==> src/rtl/pipe_pkg.sv <==
// Shared types and constants for the elastic pipeline register.
// The state encoding matches the valid bits as {skid_v, main_v}.
package pipe_pkg;

  localparam int PIPE_W = 32;

  typedef enum logic [1:0] {
    ST_EMPTY   = 2'b00,
    ST_FULL    = 2'b01,
    ST_ILLEGAL = 2'b10,
    ST_SKID    = 2'b11
  } pipe_state_t;

endpackage

==> src/rtl/pipe_data_slot.sv <==
// One payload register with async reset to RESET_VAL, load enable and clear.
// When load and clear are both high, clear wins.
module pipe_data_slot #(
  parameter int               WIDTH     = pipe_pkg::PIPE_W,
  parameter logic [WIDTH-1:0] RESET_VAL = '0
) (
  input  logic             clk,
  input  logic             reset,
  input  logic             load,
  input  logic             clear,
  input  logic [WIDTH-1:0] d,
  output logic [WIDTH-1:0] q
);

  always_ff @(posedge clk or posedge reset) begin
    if (reset) begin
      q <= RESET_VAL;
    end else if (clear) begin
      q <= RESET_VAL;
    end else if (load) begin
      q <= d;
    end
  end

endmodule

==> src/rtl/pipe_skid_reg.sv <==
// Elastic pipeline register: valid/ready handshake, two-entry skid buffer, sync flush.
// Define PIPE_SKID_BUBBLE_CLR_EN to force invalid data slots to RESET_VAL.
//
// state    | meaning
// EMPTY    | no entry held
// FULL     | main slot holds the oldest entry
// SKID     | main and skid both hold entries; skid is younger, in_ready low
// ILLEGAL  | skid without main; unreachable, recovers to EMPTY
module pipe_skid_reg
  import pipe_pkg::*;
#(
  parameter int               WIDTH     = PIPE_W,
  parameter logic [WIDTH-1:0] RESET_VAL = '0
) (
  input  logic             clk,
  input  logic             reset,
  input  logic             flush,
  input  logic             in_valid,
  output logic             in_ready,
  input  logic [WIDTH-1:0] in_data,
  output logic             out_valid,
  input  logic             out_ready,
  output logic [WIDTH-1:0] out_data
);

  pipe_state_t      state;
  pipe_state_t      state_n;
  logic             main_v;
  logic             skid_v;
  logic             in_xfer;
  logic             out_xfer;
  logic             main_load;
  logic             main_from_skid;
  logic             skid_load;
  logic             main_clr;
  logic             skid_clr;
  logic [WIDTH-1:0] main_d;
  logic [WIDTH-1:0] skid_d;
  logic [WIDTH-1:0] main_in;

  assign main_v    = state[0];
  assign skid_v    = state[1];
  assign in_ready  = !skid_v;
  assign out_valid = main_v;
  assign out_data  = main_d;
  assign in_xfer   = in_valid && in_ready;
  assign out_xfer  = main_v && out_ready;

  always_ff @(posedge clk or posedge reset) begin
    if (reset) begin
      state <= ST_EMPTY;
    end else begin
      state <= state_n;
    end
  end

  always_comb begin
    state_n        = state;
    main_load      = 1'b0;
    main_from_skid = 1'b0;
    skid_load      = 1'b0;
    if (flush) begin
      // Flush drops the incoming beat; an out-transfer this cycle was still taken.
      state_n = ST_EMPTY;
    end else begin
      case (state)
        ST_EMPTY: begin
          if (in_xfer) begin
            main_load = 1'b1;
            state_n   = ST_FULL;
          end
        end
        ST_FULL: begin
          if (in_xfer && out_xfer) begin
            main_load = 1'b1;
          end else if (in_xfer) begin
            skid_load = 1'b1;
            state_n   = ST_SKID;
          end else if (out_xfer) begin
            state_n = ST_EMPTY;
          end
        end
        ST_SKID: begin
          if (out_xfer) begin
            main_load      = 1'b1;
            main_from_skid = 1'b1;
            state_n        = ST_FULL;
          end
        end
        default: state_n = ST_EMPTY;
      endcase
    end
  end

  assign main_in = main_from_skid ? skid_d : in_data;

`ifdef PIPE_SKID_BUBBLE_CLR_EN
  assign main_clr = !state_n[0];
  assign skid_clr = skid_v && !state_n[1];
`else
  assign main_clr = 1'b0;
  assign skid_clr = 1'b0;
`endif

  pipe_data_slot #(
    .WIDTH     (WIDTH),
    .RESET_VAL (RESET_VAL)
  ) u_main (
    .clk   (clk),
    .reset (reset),
    .load  (main_load),
    .clear (main_clr),
    .d     (main_in),
    .q     (main_d)
  );

  pipe_data_slot #(
    .WIDTH     (WIDTH),
    .RESET_VAL (RESET_VAL)
  ) u_skid (
    .clk   (clk),
    .reset (reset),
    .load  (skid_load),
    .clear (skid_clr),
    .d     (in_data),
    .q     (skid_d)
  );

endmodule

==> config.mk <==
export PLATFORM = sky130hd
export DESIGN_NAME = pipe_skid_reg
export DESIGN_NICKNAME = d
export VERILOG_FILES = /design/src/rtl/pipe_pkg.sv /design/src/rtl/pipe_data_slot.sv /design/src/rtl/pipe_skid_reg.sv
export SDC_FILE = /design/constraint.sdc
export NUM_CORES = 1
export LEC_CHECK = 0
export BUFFER_PORTS_ARGS = -buffer_cell sky130_fd_sc_hd__buf_2
export CORE_MARGIN = 2
export CORE_UTILIZATION = 45
export DETAILED_ROUTE_END_ITERATION = 8
export GPL_ROUTABILITY_DRIVEN = 0
export PLACE_DENSITY = 0.71
export SYNTH_ARGS = -nofsm -noshare
export SYNTH_HDL_FRONTEND = slang
export SYNTH_SLANG_ARGS = --single-unit
==> constraint.sdc <==
create_clock -name clk -period 1.7 [get_ports clk]
set_input_delay 0.085 -clock clk [delete_from_list [all_inputs] [get_ports clk]]
set_output_delay 0.085 -clock clk [all_outputs]
set_load 0.01 [all_outputs]
==> results.py <==
metrics = {
    "drt": {
        "vias": 2028,
        "routed_wl_mm": 6.65,
        "wire_per_inst_um": 16.2,
        "drt_iter0_drc": 59,
        "drc_errors": 0,
        "vias_per_cell": 4.93,
        "ant_nets": 0,
        "dr.pass1.iters": 4,
    },
    "die": {
        "die-area_sq_um": 7630,
        "die_x_um": 87.3,
        "fp-row-count": 30,
        "dieHeight_um": 87.3,
        "core_sq_um": 6760,
        "io_pins": 71,
        "initial_utilization_pct": 46.3,
    },
    "min_path": {
        "min_path_cells": 2,
        "whs_endpoint": "u_skid.q[25]",
        "worstHoldStart": "in_data[25]",
        "hp-class": "in -> reg",
    },
    "worst_setup_path": {
        "critPathMaxStageDelay_ps": 450,
        "path_buf_inv": 2,
        "crit-reg2reg-launch": "state[0]",
        "path_cells": "ha_4, and3_4, a31o_4, o21ai_4, buf_12, clkbuf_16, mux2_4",
        "arrival_ps": 2110,
        "r2r_cells": 7,
        "crit_family": "flip-flops",
        "required_ps": 1920,
        "worst_r2r_endpoint": "u_main.q[28]",
        "critPathKind": "reg -> reg",
        "crit_slowest_cell": "dfrtp_2",
        "crit_fanout": 6,
        "r2r_slack_ps": -190,
        "worstSetupEndpointType": "register",
        "cp-start-kind": "register",
    },
    "cts": {
        "cts_buffers": 9,
        "cts_root_buf": "clkbuf_8",
        "cts_tree": "built",
        "clock_path_buffers": 2,
        "clk_pin_slew_ps": 70,
        "insertion_delay_ps": 340,
        "cts_sinks": 66,
        "htreeDepth": 3,
    },
    "power_and_ir_drop": {
        "power.density_nw_per_um2": 1490,
        "ir_drop_mv": 0.888,
        "total_power_mw": 6.77,
        "p_leak_nw": 2.29,
    },
    "grt": {
        "busiest_layer": "met2",
        "grt_pass1_vias": 1983,
        "grtUsageMet1_pct": 22.7,
        "grt_max_degree": 29,
        "grt_use_met2_pct": 25.5,
        "antenna_found_initial": 0,
        "grt-ovfl-total": 0,
        "use_met3_pct": 4.36,
        "grt_use_total_pct": 16.6,
        "grt_pass1_wl_mm": 9.52,
    },
    "status": {
        "outcome": "finished with violations",
        "violations": "negative setup slack",
    },
    "synthesis": {
        "async_flop_share_pct": 100,
        "synth_area_leaders": "dfrtp_1 (53%), mux2_2 (24%), mux2_4 (14%)",
        "synth_cell_types": 20,
        "synth_edf_count": 0,
        "synth_top_area_share_pct": 52.8,
        "synthesis.area_sq_um": 3130,
        "ys_seq_area_share_pct": 52.8,
        "yosys.area.top_type": "dfrtp_1",
        "avgSynthCellArea_sq_um": 15.5,
        "synth_seq_cells": 66,
        "yosysWarnings": 0,
        "synth_common_cells": "mux2_2 (67), dfrtp_1 (66), mux2_4 (30)",
        "synthMostInstantiatedCell": "mux2_2",
        "syn_inst": 201,
        "ys.flop_type": "dfrtp_1",
        "syn_nets": 242,
    },
    "placed_design": {
        "portBuffers": 70,
        "hpwl_mm": 4.01,
        "dp_slack_ps": -156,
    },
    "layout": {
        "area_growth_pct": 45.0,
        "fin_nets": 367,
        "diodes": 0,
        "fin_util_pct": 67.1,
        "drive_above_1_share_pct": 67.7,
    },
    "sta": {
        "rsz0062_at_grt": "true",
        "clock.fmax_mhz": 530,
        "clock_skew_ps": 8.88,
        "maxSlewViolCount": 0,
        "hold_slack_ps": 7.75,
        "layout_worst_path_cycle_share_pct": 111,
        "max-slew-margin-rel_pct": 56.2,
        "hold_violations": 0,
        "setup_viol": 59,
        "layout_setup_ws_ps": -185,
        "fin_setup_tns_ps": -7780,
        "post-route-min-period_ps": 1890,
        "tightest_slew_ps": 656,
    },
    "flow_run": {
        "cap_violations": 0,
    },
}
-- registers in the layout (all words and copies together) (netlist names) --
signal,count
state,2
u_main.q,32
u_skid.q,32
-- worst max path at each step --
stage	end	cells after the start	slack (ps)	startpoint
after floorplan	u_main.q[0]	6	-110	state[0]
after global placement	u_main.q[15]	6	-110	state[0]
after detailed placement	u_main.q[6]	6	-160	state[0]
after CTS	u_main.q[12]	6	-150	state[0]
after global routing	u_main.q[28]	7	-230	state[0]
final	u_main.q[28]	7	-190	state[0]
-- repair_timing --
| action | CTS | global route |
|---|---|---|
| endpoints found under the hold margin | 52 | 1 |
| endpoints found under the setup margin | 45 | 66 |
| pin swaps | 0 | 3 |
| resized for setup | 6 | 33 |
| hold buffers | 27 | 1 |
| gates cloned | 1 | 6 |
| setup buffers | 0 | 2 |
-- stage by stage --
step	cell area (sq um)	instances
floorplan	3220	201
detailed placement	3750	358
global placement	3750	358
finish	4530	411
CTS	4240	402
global route	4530	411
-- logic make-up after synthesis --
family | after synthesis | synth area share (%)
multiplexers | 97 | 38.6
flip-flops | 66 | 52.8
buffers and inverters | 13 | 3.00
AND/OR/NAND/NOR | 13 | 2.12
AO/OA/AOI/OAI | 8 | 1.88
adder cells (fa/ha/maj) | 4 | 1.60
-- where the power goes --
part | switching (mW) | leakage [nW] | internal (mW)
clock network | 0.594 | 0.103 | 0.713
registers | 0.420 | 0.787 | 2.36
logic | 1.01 | 1.40 | 1.67
-- routing by layer --
metal / up-vias / share of wire, %
met5: - / 0
met4: 0 / 1.1
met3: 5 / 3.3
met2: 44 / 48
met1: 999 / 48
li1: 980 / -
-- layout by cell type (no fill, tap or decap) --
cell | Yosys | layout
nand2_1 | 4 | 4
and3b_1 | 1 | 1
buf_2 | 3 | 70
buf_4 | 3 | 9
ha_4 | 0 | 1
dlygate4sd3_1 | 0 | 28
mux2_2 | 67 | 43
and3_4 | 0 | 1
a31o_4 | 0 | 1
nor2_1 | 4 | 2
bufinv_16 | 0 | 1
buf_12 | 0 | 7
o31ai_2 | 0 | 2
clkinv_4 | 0 | 1
o21ai_4 | 0 | 1
o21ai_2 | 1 | 2
nand3b_1 | 2 | 2
inv_1 | 3 | 1
buf_8 | 0 | 3
dfrtp_1 | 66 | 65
a2bb2oi_2 | 0 | 1
ha_1 | 4 | 2
clkinv_2 | 0 | 3
clkbuf_8 | 0 | 10
inv_2 | 0 | 1
a21boi_0 | 1 | 1
clkbuf_16 | 0 | 5
ha_2 | 0 | 1
clkbuf_1 | 0 | 1
mux2_4 | 30 | 54
clkinvlp_4 | 0 | 1
buf_6 | 4 | 2
nor2_2 | 0 | 2
nand2b_2 | 0 | 1
dfrtp_2 | 0 | 1
-- cell type report --
type,instances,area [sq um]
clock buffer,11,141
timing repair buffer,124,1030
clock inverter,5,53.8
sequential,66,1650
fill,495,2220
inverter,3,15.0
tap,80,100
multi-input combinational,122,1540
Power figures use the tool's default switching activity.
